`src/rtl/i2c_apb_cfg_arbiter.sv`:
```
// ---------------------------------------------------------------------------
// i2c_apb_cfg_arbiter
//   Shares the single APB slave port of the I2C register block between two
//   configuration clients (0 = host, 1 = sequencer). Requests are arbitrated
//   round-robin; each granted request runs one APB SETUP/ACCESS cycle,
//   honouring PREADY wait states, with an optional timeout abort.
//
// Ports
//   PCLK_i, PRESET_i       clock (rising edge), asynchronous active-high reset
//   REQ_VALID_i[1:0]       per-client request, held until REQ_ACK_o
//   REQ_WRITE_i[1:0]       per-client direction (1 = write)
//   REQ_ADDR_i / WDATA_i   packed per-client address / write data (req1 high)
//   REQ_ACK_o[1:0]         one-cycle pulse when a request is captured
//   RSP_VALID_o[1:0]       one-cycle pulse when that client's transfer ends
//   RSP_RDATA_o, RSP_ERR_o read data (0 for writes/errors), timeout flag
//   PSEL_o .. PWDATA_o     APB master outputs
//   PRDATA_i, PREADY_i     APB slave responses
// ---------------------------------------------------------------------------
module i2c_apb_cfg_arbiter #(
    parameter int ADDR_W  = 8,
    parameter int DATA_W  = 8,
    parameter int TIMEOUT = 16
) (
    input  logic                PCLK_i,
    input  logic                PRESET_i,
    input  logic [1:0]          REQ_VALID_i,
    input  logic [1:0]          REQ_WRITE_i,
    input  logic [2*ADDR_W-1:0] REQ_ADDR_i,
    input  logic [2*DATA_W-1:0] REQ_WDATA_i,
    output logic [1:0]          REQ_ACK_o,
    output logic [1:0]          RSP_VALID_o,
    output logic [DATA_W-1:0]   RSP_RDATA_o,
    output logic                RSP_ERR_o,
    output logic                PSEL_o,
    output logic                PENABLE_o,
    output logic                PWRITE_o,
    output logic [ADDR_W-1:0]   PADDR_o,
    output logic [DATA_W-1:0]   PWDATA_o,
    input  logic [DATA_W-1:0]   PRDATA_i,
    input  logic                PREADY_i
);

    // A zero TIMEOUT still needs a legal (unused) counter width.
    localparam int CNT_W   = (TIMEOUT == 0) ? 1 : $clog2(TIMEOUT + 1);
    localparam int TO_LAST = (TIMEOUT == 0) ? 0 : TIMEOUT - 1;
    localparam logic [CNT_W-1:0] TO_LAST_C = CNT_W'(TO_LAST);

    typedef enum logic [1:0] {
        S_IDLE,
        S_SETUP,
        S_ACCESS
    } state_t;

    state_t              state_q;
    logic                last_grant_q;
    logic                grant_q;
    logic [CNT_W-1:0]    cnt_q;
    logic [1:0]          ack_q;
    logic [1:0]          rsp_valid_q;
    logic [DATA_W-1:0]   rsp_rdata_q;
    logic                rsp_err_q;
    logic                psel_q;
    logic                penable_q;
    logic                pwrite_q;
    logic [ADDR_W-1:0]   paddr_q;
    logic [DATA_W-1:0]   pwdata_q;

    logic                grant_d;
    logic                timeout_hit;

    // Round-robin: on contention the client that did not win last time wins.
    always_comb begin
        grant_d = REQ_VALID_i[1];
        if (REQ_VALID_i == 2'b11) begin
            grant_d = ~last_grant_q;
        end
    end

    // This is the TIMEOUT-th consecutive ACCESS cycle without PREADY.
    assign timeout_hit = (TIMEOUT != 0) && (cnt_q == TO_LAST_C);

    always_ff @(posedge PCLK_i or posedge PRESET_i) begin
        if (PRESET_i) begin
            state_q      <= S_IDLE;
            last_grant_q <= 1'b1;
            grant_q      <= 1'b0;
            cnt_q        <= '0;
            ack_q        <= 2'b00;
            rsp_valid_q  <= 2'b00;
            rsp_rdata_q  <= '0;
            rsp_err_q    <= 1'b0;
            psel_q       <= 1'b0;
            penable_q    <= 1'b0;
            pwrite_q     <= 1'b0;
            paddr_q      <= '0;
            pwdata_q     <= '0;
        end else begin
            ack_q       <= 2'b00;
            rsp_valid_q <= 2'b00;
            rsp_rdata_q <= '0;
            rsp_err_q   <= 1'b0;
            case (state_q)
                // Arbitration: capture the winner's fields and open SETUP.
                S_IDLE: begin
                    psel_q    <= 1'b0;
                    penable_q <= 1'b0;
                    if (REQ_VALID_i != 2'b00) begin
                        grant_q      <= grant_d;
                        last_grant_q <= grant_d;
                        pwrite_q     <= REQ_WRITE_i[grant_d];
                        paddr_q      <= grant_d ? REQ_ADDR_i[2*ADDR_W-1:ADDR_W]
                                                : REQ_ADDR_i[ADDR_W-1:0];
                        pwdata_q     <= grant_d ? REQ_WDATA_i[2*DATA_W-1:DATA_W]
                                                : REQ_WDATA_i[DATA_W-1:0];
                        psel_q       <= 1'b1;
                        ack_q        <= {grant_d, ~grant_d};
                        state_q      <= S_SETUP;
                    end
                end
                // SETUP -> ACCESS: raise PENABLE, restart the wait counter.
                S_SETUP: begin
                    penable_q <= 1'b1;
                    cnt_q     <= '0;
                    state_q   <= S_ACCESS;
                end
                // ACCESS -> response: complete on PREADY, or abort on timeout.
                S_ACCESS: begin
                    if (PREADY_i || timeout_hit) begin
                        psel_q      <= 1'b0;
                        penable_q   <= 1'b0;
                        rsp_valid_q <= {grant_q, ~grant_q};
                        rsp_err_q   <= ~PREADY_i;
                        if (PREADY_i && !pwrite_q) begin
                            rsp_rdata_q <= PRDATA_i;
                        end
                        state_q <= S_IDLE;
                    end else begin
                        cnt_q <= cnt_q + 1'b1;
                    end
                end
                default: begin
                    psel_q    <= 1'b0;
                    penable_q <= 1'b0;
                    state_q   <= S_IDLE;
                end
            endcase
        end
    end

    assign REQ_ACK_o   = ack_q;
    assign RSP_VALID_o = rsp_valid_q;
    assign RSP_RDATA_o = rsp_rdata_q;
    assign RSP_ERR_o   = rsp_err_q;
    assign PSEL_o      = psel_q;
    assign PENABLE_o   = penable_q;
    assign PWRITE_o    = pwrite_q;
    assign PADDR_o     = paddr_q;
    assign PWDATA_o    = pwdata_q;

endmodule
```
`config.mk`:
```
export PLATFORM = sky130hd
export DESIGN_NAME = i2c_apb_cfg_arbiter
export DESIGN_NICKNAME = d
export VERILOG_FILES = /design/src/rtl/i2c_apb_cfg_arbiter.sv
export SDC_FILE = /design/constraint.sdc
export NUM_CORES = 1
export LEC_CHECK = 0
export CORE_MARGIN = 3
export CORE_UTILIZATION = 46
export DETAILED_ROUTE_END_ITERATION = 6
export PLACE_DENSITY = 0.86
export SLEW_MARGIN = 0
export SYNTH_ARGS = -nofsm -noshare
export SYNTH_HDL_FRONTEND = slang
export SYNTH_SLANG_ARGS = --single-unit
```
`constraint.sdc`:
```
create_clock -name PCLK_i -period 5.25 [get_ports PCLK_i]
set_clock_uncertainty 0.15 [all_clocks]
set_input_delay 1.575 -clock PCLK_i [delete_from_list [all_inputs] [get_ports PCLK_i]]
set_output_delay 1.575 -clock PCLK_i [all_outputs]
set_load 0.005 [all_outputs]
```
==> flow_summary.json <==
{
  "antenna_left": 0,
  "power_density_mw_per_mm2": 460,
  "r2r_start": "last_grant_q",
  "final-seq-area_mm2": 0.00103,
  "cts_buffers": 5,
  "ir_drop_mv": 0.312,
  "cts_max_level": 2,
  "cts_resized": 0,
  "whs_endpoint": "RSP_VALID_o[0]",
  "root_buffer": "clkbuf_8",
  "avgSynthCellArea_um2": 13.7,
  "fp.dieH_um": 69.9,
  "hold_buffers": 0,
  "cap_violations": 0,
  "dp_cells": 257,
  "portBuffers": 78,
  "syn_area_mm2": 0.00188,
  "hold_viol": 0,
  "synth_seq_area_share_pct": 54.6,
  "grt_use_total_pct": 18.6,
  "synth_nets": 186,
  "synth_warnings": 0,
  "cts_sinks": 41,
  "dieArea_mm2": 0.00489,
  "fin_setup_tns_ns": 0,
  "worstMarginPinSlew_ns": 1.08,
  "design_area_mm2": 0.00278,
  "crit_type": "in2reg",
  "clk_pin_slew_ns": 0.07,
  "cts_tree": "built",
  "wl_met3_um": 367,
  "grt_pass1_wl_um": 7110,
  "core_area_mm2": 0.00380,
  "holdWs_ns": 0.285,
  "diodes": 0,
  "period_share_pct": 65.7,
  "start_util_pct": 49.5,
  "overflow": 0,
  "clockBufferDepth": 2,
  "first_pass_iters": 4,
  "hp-class": "reg2reg",
  "io_pins": 79,
  "layout_min_cycle_time_ns": 3.45,
  "maxSlewHeadroom_pct": 28.1,
  "rsz0062_at_grt": "no",
  "synth_cell_types": 36,
  "ys_seq_elements": 41,
  "dieWidth_um": 69.9,
  "drtIter0Drc": 122,
  "r2r_end": "PADDR_o[6]",
  "syn_to_final_growth_pct": 47.7,
  "rows": 22,
  "finalSetupViolCount": 0,
  "place_area_mm2": 0.00267,
  "critPathRequiredTime_ns": 5.28,
  "totalWireLength_um": 4110,
  "rrSetupSlack_ns": 3.06,
  "holdPathStages": 1,
  "viasPerCell": 5.08,
  "antenna_found_initial": 0,
  "vias": 1342,
  "rr_worst_depth": 3,
  "dp_hpwl_um": 3150,
  "power.leakage_nw": 1.21,
  "nFillCells": 272,
  "m1WireLength_um": 1540,
  "crit_path_end_kind": "flop",
  "fin_util_pct": 73.1,
  "max_freq_mhz": 290,
  "post_drt_wl_per_cell_um": 15.6,
  "cp_max_fo": 19,
  "drc": 0,
  "cp.arrival_ns": 3.48,
  "slew_violations": 0,
  "hp-start": "grant_q",
  "grt_pass1_vias": 1527,
  "critPathLaunchType": "primary input",
  "layout-drive-gt1-share_pct": 21.8,
  "fin_nets": 265,
  "globalplace.congestion": 0.836,
  "dr.max_layer_used": "met4",
  "met2WireLength_um": 2120,
  "synth_cells": 137,
  "status": "finished, final reports clean",
  "grt_max_degree": 31,
  "clock_latency_ns": 0.29,
  "cts_setup_buffers": 0,
  "multi_input_area_um2": 776,
  "final_cells": 264
}
-- logic make-up (layout without fill, tap and decap cells) --
kind of cell	after synthesis	in the layout	synth area share (%)
buffers and inverters	13	92	4.12
and+or+nand+nor	29	29	9.05
muxes	36	36	24.7
DFF	41	41	54.6
AOI/OAI and AO/OA	16	16	6.19
adders and majority gates	2	2	1.33
-- worst max-delay path: stages --
cell             delay [ns]
clkdlybuf4s50_1        0.51
a21bo_1                0.71
mux2_2                 0.41
mux2_2                 0.27
-- layer usage --
metal	global-route usage [%]	vias to the layer above
li1	-	639
met1	20.4	644
met2	31.7	50
met3	7.63	9
met4	7.66	0
met5	0	-
-- worst max-delay path by stage --
stage	startpoint	endpoint	slack (ns)	cells after the start
after detailed placement	REQ_VALID_i[0]	PADDR_o[6]	1.46	4
after CTS	REQ_VALID_i[0]	PADDR_o[6]	1.77	4
after global routing	REQ_VALID_i[0]	PADDR_o[6]	1.73	4
after global placement	REQ_VALID_i[1]	PWRITE_o	1.57	4
after floorplan	REQ_VALID_i[1]	PADDR_o[4]	2.41	5
final	REQ_VALID_i[0]	PADDR_o[6]	1.80	4
-- cell usage after synthesis --
| master | n | area [um^2] |
|---|---|---|
| a21bo_1 | 1 | 10.0 |
| a21boi_0 | 1 | 7.51 |
| a21o_1 | 1 | 7.51 |
| a21oi_1 | 1 | 5.00 |
| a2bb2oi_1 | 2 | 17.5 |
| a31oi_1 | 2 | 12.5 |
| and2_1 | 8 | 50.1 |
| and2_2 | 1 | 7.51 |
| and3_1 | 1 | 6.26 |
| buf_12 | 1 | 20.0 |
| buf_2 | 4 | 20.0 |
| buf_6 | 1 | 11.3 |
| clkbuf_1 | 1 | 3.75 |
| dfrtp_1 | 40 | 1000 |
| dfstp_2 | 1 | 26.3 |
| ha_1 | 2 | 25.0 |
| inv_1 | 6 | 22.5 |
| mux2_2 | 19 | 214 |
| mux2_4 | 16 | 240 |
| mux2i_1 | 1 | 10.0 |
| nand2_1 | 4 | 15.0 |
| nand2b_1 | 2 | 12.5 |
| nand3_1 | 2 | 10.0 |
| nor2_1 | 2 | 7.51 |
| nor3_1 | 4 | 20.0 |
| nor3b_1 | 1 | 7.51 |
| nor3b_2 | 1 | 12.5 |
| nor4_1 | 2 | 12.5 |
| o21a_2 | 1 | 8.76 |
| o21ai_0 | 2 | 10.0 |
| o21ai_1 | 1 | 5.00 |
| o21bai_1 | 1 | 7.51 |
| o31a_1 | 1 | 8.76 |
| o31ai_1 | 1 | 7.51 |
| o41ai_1 | 1 | 8.76 |
| or3b_1 | 1 | 8.76 |
-- power by group --
group	total [mW]	switching [mW]	internal [mW]
clock	0.240	0.102	0.138
combinational	0.526	0.177	0.349
sequential	0.511	0.0817	0.430
-- state kept, by name, summed over array words and instances (netlist names) --
signal,count
state_q,2
last_grant_q,1
RSP_VALID_o,2
PWDATA_o,8
PSEL_o,1
PENABLE_o,1
PWRITE_o,1
REQ_ACK_o,2
cnt_q,5
RSP_ERR_o,1
RSP_RDATA_o,8
PADDR_o,8
grant_q,1
-- placed cells by master, fill, tap and decap left out, types with 2 or more instances in the layout --
cell type,synthesis,routed
nand3_1,2,2
mux2_4,16,16
ha_1,2,2
clkdlybuf4s50_1,0,78
clkbuf_8,0,5
inv_1,6,6
a31oi_1,2,2
a2bb2oi_1,2,2
mux2_2,19,19
dfrtp_1,40,40
nor4_1,2,2
nor3_1,4,4
nand2b_1,2,2
o21ai_0,2,2
nand2_1,4,4
nor2_1,2,2
and2_1,8,8
-- area by class of cell --
cell class,instances,share of cell area [%]
sequential,41,37.0
timing repair buffer,79,28.4
multi-input combinational,83,27.9
clock buffer,5,2.48
tap,48,2.16
clock inverter,2,1.26
inverter,6,0.811
-- metrics by stage --
stage	setup WS, ns	power (mW)
after CTS	1.77	1.29
after global routing	1.73	1.35
after floorplan	2.41	0.788
final	1.80	1.28
after global placement	1.57	1.02
after detailed placement	1.46	1.05
Power figures use the tool's default switching activity.
